`src/rtl/axi4_stream_pkg.sv`:
```
// Shared definitions for the stream scheduler: FSM state encoding,
// register word offsets and the bank signature.
package axi4_stream_pkg;

    typedef enum logic [1:0] {
        IDLE     = 2'd0,
        OFFER    = 2'd1,
        WAIT_STS = 2'd2
    } state_e;

    localparam int REG_SIGNATURE = 0;
    localparam int REG_ENABLE    = 1;
    localparam int REG_MODE      = 2;
    localparam int REG_STATUS    = 3;
    localparam int REG_CLEAR     = 4;
    localparam int REG_CNT_BASE  = 8;

    localparam logic [15:0] SIGNATURE = 16'hACE1;

endpackage

```
`src/rtl/axi4_stream_scheduler_rr_arbiter.sv`:
```
// Combinational stream picker: round-robin after lastGrant_i (mode 0)
// or lowest requesting index (mode 1).
module rr_arbiter #(
    parameter int C_STREAMS_WIDTH = 2
) (
    input  logic [(1<<C_STREAMS_WIDTH)-1:0] req_i,
    input  logic [C_STREAMS_WIDTH-1:0]      lastGrant_i,
    input  logic                            mode_i,
    output logic [C_STREAMS_WIDTH-1:0]      grant_o,
    output logic                            anyReq_o
);

    localparam int NUM_STREAMS = 1 << C_STREAMS_WIDTH;

    logic [C_STREAMS_WIDTH-1:0] idx;

    // Scanning from the lowest priority towards the highest lets the last
    // hit be the winner, so no early exit is needed.
    always_comb begin
        grant_o  = '0;
        idx      = '0;
        anyReq_o = |req_i;
        if (mode_i) begin
            for (int i = NUM_STREAMS - 1; i >= 0; i--) begin
                if (req_i[i]) grant_o = C_STREAMS_WIDTH'(i);
            end
        end else begin
            for (int k = NUM_STREAMS; k >= 1; k--) begin
                idx = lastGrant_i + C_STREAMS_WIDTH'(k);
                if (req_i[idx]) grant_o = idx;
            end
        end
    end

endmodule

```
`src/rtl/axi4_stream_scheduler.sv`:
```
// Grants the datamover command/status path to one stream at a time and
// exposes enable, mode, status, watchdog and completion counters on set/get.
module axi4_stream_scheduler
    import axi4_stream_pkg::*;
#(
    parameter int C_S_AXI_ADDR_WIDTH = 32,
    parameter int C_S_AXI_DATA_WIDTH = 32,
    parameter int C_STREAMS_WIDTH    = 2,
    parameter int C_PAGEWIDTH        = 16,
    parameter int C_REG_BASE         = 64,
    parameter int C_TIMEOUT_WIDTH    = 20
) (
    input  logic                               clk,
    input  logic                               rst,
    input  logic [(1<<C_STREAMS_WIDTH)-1:0]    stream_pending,
    input  logic                               cmd_accepted,
    input  logic                               sts_done,
    output logic [C_STREAMS_WIDTH-1:0]         stream_select,
    output logic                               stream_valid,
    input  logic [C_S_AXI_DATA_WIDTH-1:0]      set_data,
    input  logic [C_S_AXI_ADDR_WIDTH-1:0]      set_addr,
    input  logic                               set_stb,
    output logic [C_S_AXI_DATA_WIDTH-1:0]      get_data,
    input  logic [C_S_AXI_ADDR_WIDTH-1:0]      get_addr,
    output logic                               busy,
    output logic [63:0]                        debug
);

    localparam int NUM_STREAMS = 1 << C_STREAMS_WIDTH;
    localparam int WORD_W      = C_PAGEWIDTH - 2;
    localparam logic [WORD_W-1:0] BASE_WORD = WORD_W'(C_REG_BASE);
    localparam logic [C_TIMEOUT_WIDTH-1:0] WDOG_NEAR = {{(C_TIMEOUT_WIDTH-1){1'b1}}, 1'b0};

    state_e                     state_q, state_d;
    logic [C_STREAMS_WIDTH-1:0] grant_q, grant_d;
    logic [C_STREAMS_WIDTH-1:0] lastGrant_q, lastGrant_d;
    logic [NUM_STREAMS-1:0]     enable_q;
    logic                       mode_q;
    logic                       timeoutFlag_q;
    logic [C_TIMEOUT_WIDTH-1:0] wdog_q;
    logic [15:0]                counters_q [NUM_STREAMS];

    logic [NUM_STREAMS-1:0]     eligible;
    logic [C_STREAMS_WIDTH-1:0] arbGrant;
    logic                       arbAny;
    logic                       cntInc;
    logic [WORD_W-1:0]          setOff, getOff;
    logic                       setInBank, getInBank, regWr;
    logic [C_STREAMS_WIDTH-1:0] cntIdx;
    logic                       unusedBits;

    assign eligible = stream_pending & enable_q;

    rr_arbiter #(
        .C_STREAMS_WIDTH (C_STREAMS_WIDTH)
    ) u_arbiter (
        .req_i       (eligible),
        .lastGrant_i (lastGrant_q),
        .mode_i      (mode_q),
        .grant_o     (arbGrant),
        .anyReq_o    (arbAny)
    );

    always_ff @(posedge clk) begin
        if (rst) begin
            state_q     <= IDLE;
            grant_q     <= '0;
            lastGrant_q <= '1;
        end else begin
            state_q     <= state_d;
            grant_q     <= grant_d;
            lastGrant_q <= lastGrant_d;
        end
    end

    // A pending drop during OFFER abandons the grant, but an accept in the
    // same cycle takes precedence because the command is already gone.
    always_comb begin
        state_d     = state_q;
        grant_d     = grant_q;
        lastGrant_d = lastGrant_q;
        cntInc      = 1'b0;
        unique case (state_q)
            IDLE: begin
                if (arbAny) begin
                    grant_d = arbGrant;
                    state_d = OFFER;
                end
            end
            OFFER: begin
                if (cmd_accepted) state_d = WAIT_STS;
                else if (!stream_pending[grant_q]) state_d = IDLE;
            end
            WAIT_STS: begin
                if (sts_done) begin
                    cntInc      = 1'b1;
                    lastGrant_d = grant_q;
                    state_d     = IDLE;
                end
            end
            default: state_d = IDLE;
        endcase
    end

    assign stream_valid  = (state_q == OFFER);
    assign stream_select = grant_q;
    assign busy          = (state_q != IDLE);

    assign setOff    = set_addr[C_PAGEWIDTH-1:2] - BASE_WORD;
    assign getOff    = get_addr[C_PAGEWIDTH-1:2] - BASE_WORD;
    assign setInBank = set_addr[C_PAGEWIDTH-1:2] >= BASE_WORD;
    assign getInBank = get_addr[C_PAGEWIDTH-1:2] >= BASE_WORD;
    assign regWr     = set_stb && setInBank;

    always_ff @(posedge clk) begin
        if (rst) begin
            enable_q <= '1;
            mode_q   <= 1'b0;
        end else if (regWr) begin
            if (setOff == WORD_W'(REG_ENABLE)) enable_q <= set_data[NUM_STREAMS-1:0];
            if (setOff == WORD_W'(REG_MODE))   mode_q   <= set_data[0];
        end
    end

    // The flag is raised only on the step into saturation so a software
    // clear sticks even while the FSM is still stuck waiting.
    always_ff @(posedge clk) begin
        if (rst) begin
            wdog_q        <= '0;
            timeoutFlag_q <= 1'b0;
        end else begin
            if (state_q == IDLE || state_d == IDLE) wdog_q <= '0;
            else if (!(&wdog_q)) wdog_q <= wdog_q + 1'b1;

            if (state_q != IDLE && state_d != IDLE && wdog_q == WDOG_NEAR)
                timeoutFlag_q <= 1'b1;
            else if (regWr && setOff == WORD_W'(REG_CLEAR) && set_data[1])
                timeoutFlag_q <= 1'b0;
        end
    end

    always_ff @(posedge clk) begin
        for (int m = 0; m < NUM_STREAMS; m++) begin
            if (rst || (regWr && setOff == WORD_W'(REG_CLEAR) && set_data[0]))
                counters_q[m] <= '0;
            else if (cntInc && grant_q == C_STREAMS_WIDTH'(m))
                counters_q[m] <= counters_q[m] + 16'd1;
        end
    end

    assign cntIdx = C_STREAMS_WIDTH'(getOff - WORD_W'(REG_CNT_BASE));

    always_comb begin
        get_data = '0;
        if (getInBank) begin
            case (getOff)
                WORD_W'(REG_SIGNATURE): get_data = C_S_AXI_DATA_WIDTH'({SIGNATURE, 16'(NUM_STREAMS)});
                WORD_W'(REG_ENABLE):    get_data = C_S_AXI_DATA_WIDTH'(enable_q);
                WORD_W'(REG_MODE):      get_data = C_S_AXI_DATA_WIDTH'(mode_q);
                WORD_W'(REG_STATUS):    get_data = C_S_AXI_DATA_WIDTH'({timeoutFlag_q, 21'b0, state_q, 8'(grant_q)});
                default: begin
                    if (getOff >= WORD_W'(REG_CNT_BASE) && getOff < WORD_W'(REG_CNT_BASE + NUM_STREAMS))
                        get_data = C_S_AXI_DATA_WIDTH'({16'b0, counters_q[cntIdx]});
                end
            endcase
        end
    end

    assign debug = {20'(wdog_q), 8'(enable_q), state_q, 8'(grant_q), 26'(stream_pending)};

    assign unusedBits = ^{set_addr[C_S_AXI_ADDR_WIDTH-1:C_PAGEWIDTH], set_addr[1:0],
                          get_addr[C_S_AXI_ADDR_WIDTH-1:C_PAGEWIDTH], get_addr[1:0],
                          set_data[C_S_AXI_DATA_WIDTH-1:NUM_STREAMS]};

endmodule

```
`config.mk`:
```
export PLATFORM = sky130hd
export DESIGN_NAME = axi4_stream_scheduler
export DESIGN_NICKNAME = d
export VERILOG_FILES = /design/src/rtl/axi4_stream_pkg.sv /design/src/rtl/axi4_stream_scheduler_rr_arbiter.sv /design/src/rtl/axi4_stream_scheduler.sv
export SDC_FILE = /design/constraint.sdc
export NUM_CORES = 1
export LEC_CHECK = 0
export CORE_MARGIN = 5
export CORE_UTILIZATION = 45
export CTS_CLUSTER_DIAMETER = 30
export DETAILED_ROUTE_END_ITERATION = 8
export PLACE_DENSITY_LB_ADDON = 0.12
export SETUP_SLACK_MARGIN = 0.1
export SYNTH_ARGS = -nofsm -noshare
export SYNTH_HDL_FRONTEND = slang
export SYNTH_SLANG_ARGS = --single-unit
```
`constraint.sdc`:
```
create_clock -name clk -period 3.14 [get_ports clk]
set_input_delay 0.471 -clock clk [delete_from_list [all_inputs] [get_ports clk]]
set_output_delay 0.471 -clock clk [all_outputs]
set_load 0.005 [all_outputs]
```
==> impl_results.md <==
- Status: complete, no violations
- Post-synthesis cell count: just over 600
- Max frequency: 343 MHz
- Sequential share of the synthesized area: around 42%
- Die area: around 16000 µm²
- Hold buffers post-CTS: 0
- CTS tree: built
- Final ANT Viol Nets: 0
- Worst R2R Path Depth: 6
- WL final: between 10000 and 15000 µm
- Clock network fraction of total power: 38.1%
- Largest net degree at the start of global routing: 26
- Die width: about 130 µm
- Syn Area/Cell: between 9 and 10 µm²
- Met1 usage: about a quarter
- Hold Crit Depth: 2
- CP Capture Type: output pin
- Inserted Diodes: 0
- Switching part of the total: 24.0%
- Pre-antenna DRT Iters: 4
- Drt via density: 5.29
- Port Buffers: 100
- CTS H-tree lvls: 3
- Initial Utilization: about 46%
- Logic pwr share: 10.8%
- Die extent in y: 126 µm
- Vias: roughly 4700
- Pwr/cell area: between 300 and 400 nW/µm²
- Root Driver: clkbuf_16
- Cts bufs inserted: 9
- Num ports: between 200 and 250
- Total grt overflow: 0
- Total Power: between 2 and 3 mW
- Share of layout cells above drive strength 1: roughly a tenth
- Routability Congestion: roughly 0.8
- Clk slew on worst S/H paths: approximately 60 ps
- Cell-internal power: 2.16 mW
- Max Cap Viol: 0
- Setup crit start kind: input port
- Leakage power: approximately 2.7 nW
- Vias in the first global route: 4837
- Row count: 42
- CTS sink cnt: between 90 and 100
- Most Crowded Layer GR: met2
- Crit-path max cell delay: 530 ps
- # nets final: between 800 and 900
- Worst Setup Path Type: input port to output pin
- Share of the synthesized area in the top cell type: 31.7%
- Slew @ Worst Pin: about 640 ps
- Most common cell in the netlist: nor2_1
- Synth cell count leaders: nor2_1, edfxtp_1, buf_4
- Final worst-path cycle share: 92.8%
- Worst min path class: flip-flop to flip-flop
- Initial DRC Count: 299
- Worst VDD drop: 0.000252 V
- WP buf/inv: 3
- GR Util met2: 29.9%
- GRT Total Usage: a little under a fifth
- Mapped Area: ~6100 µm²
- Main synth FF type: edfxtp_1
- WL/cell: between 15 and 20 µm
- Post-CTS setup buffers: 0
- Flops & latches, synth: 96
- Synth async-reset ratio: 0%
- Final setup TNS: 0 ps
- Clk_lat worst skew: 350 ps
- Worst path depth: 7
- Netlist cell types: a little under 60
- P_sw: approximately 700 µW
- Sequential power share: between 50% and 60%
- Clk buf depth: 2
- Max FO, Critical Path: 7
- Worst Path Required: about 2700 ps
- Critical Path AT: 2440 ps
- # setup viols final: 0
- Synth-to-Final Area Change: 21.6%
- Core Region: 13200 µm²
- Count of pins over their slew limit: 0
- Area leader, netlist: edfxtp_1
- Antenna violations before repair: 0
- Final Hold Fails: 0
- RSZ-0062 raised after global routing: false
- Clock skew: 5.99 ps
- Synth area leaders: edfxtp_1, dfxtp_1, nor2_1
- Crit path time final: 2910 ps
- Post-route DRC: 0
- First-pass GRT wire length: between 20000 and 25000 µm
- Crit path cell chain: clkdlybuf4s50_1, or4b_4, nor4_4, nand2_2, nor3b_2, buf_4, dlygate4sd2_1
- Worst slew margin: a little under three fifths
- Crit path max-delay cell type: or4b_4
- Number of synthesized flops with an enable pin: 64
- Crit-path leading delay family: simple AND/OR/NAND/NOR gates
- HPWL after DPL: between 10000 and 15000 µm
- M3 GR Usage: about 5.4%
- Total number of yosys warnings: 0
-- routing by layer --
layer | vias to the layer above | part of all wire (%) | routed length, µm
met4 | 0 | 2.3 | 336
li1 | 2302 | - | -
met2 | 164 | 47 | 6970
met5 | - | 0 | 0
met1 | 2240 | 43 | 6340
met3 | 21 | 7.9 | 1170
-- cell type report --
cell class / count / area [µm²]
clock buffers: 11 / 233
clock inverters: 5 / 47.5
fillers: 1210 / 5870
inverters: 15 / 56.3
multi-input cells: 474 / 3130
flip-flops and latches: 96 / 2560
well taps: 176 / 220
repair buffers: 116 / 1120
-- power groups by stage --
stage	logic (mW)	registers, mW	clock network, mW
2_1_floorplan	0.212	1.45	0
3_3_place_gp	0.300	1.48	0
3_5_place_dp	0.305	1.48	0
4_1_cts	0.309	1.45	1.11
5_1_grt	0.338	1.46	1.16
6_report	0.308	1.45	1.09
-- tightest hold or removal path, stage by stage, from the launching register on --
cell	delay, ps
dfxtp_1	310
nand3b_1	70
o21ai_0	70
-- path summary, 6_finish.rpt --
check	slack, ps	end	from
worst max-delay path	230	get_data[21]	get_addr[10]
worst max register to register	1040	wdog_q[19]$_SDFFE_PP0N_	stream_select[1]$_SDFFE_PP0P_
worst min-delay path	500	timeoutFlag_q$_SDFFE_PP0P_	timeoutFlag_q$_SDFFE_PP0P_
worst min register to register	500	timeoutFlag_q$_SDFFE_PP0P_	timeoutFlag_q$_SDFFE_PP0P_
-- cell usage in the layout (no fill, tap or decap), drive strengths merged, types with 23 or more instances in the layout --
cell	instances
conb	40
xor2	33
nand3	36
dlygate4sd2	23
dfxtp	32
clkdlybuf4s50	76
xnor2	31
nor2	114
nand2	41
edfxtp	64
-- through the flow --
stage | hold WS, ps | instance area (µm²) | utilization (%) | setup slack, ps | cells
final | 504 | 7380 | 55.7 | 227 | 893
after CTS | 505 | 7370 | 55.6 | 73.4 | 893
after global placement | 483 | 7080 | 53.5 | -194 | 877
after detailed placement | 490 | 7080 | 53.5 | -210 | 877
after floorplan | 456 | 6210 | - | 323 | 657
after global routing | 540 | 7380 | 55.7 | 101 | 893
-- flip-flops by register name, summed over array words and instances, names as in the netlist --
name           cells
mode_q             1
enable_q           4
state_q            2
timeoutFlag_q      1
counters_q        64
stream_select      2
wdog_q            20
lastGrant_q        2
-- logic make-up after synthesis --
| kind of cell | share of synthesized area (%) |
|---|---|
| compound gates | 5.59 |
| xor+xnor | 9.24 |
| fa+ha+maj | 1.24 |
| buf+inv | 9.14 |
| flops | 42.2 |
| mux | 7.14 |
| other cells | 0.0618 |
| simple gates | 25.4 |
-- repair_timing --
action | in CTS | in global routing
hold endpoints to repair | 0 | 0
pin swaps | 2 | 0
cloned | 0 | 0
setup endpoints to repair | 24 | 3
resized for setup | 30 | 2
Note: power is estimated with default switching activity, not from simulation.
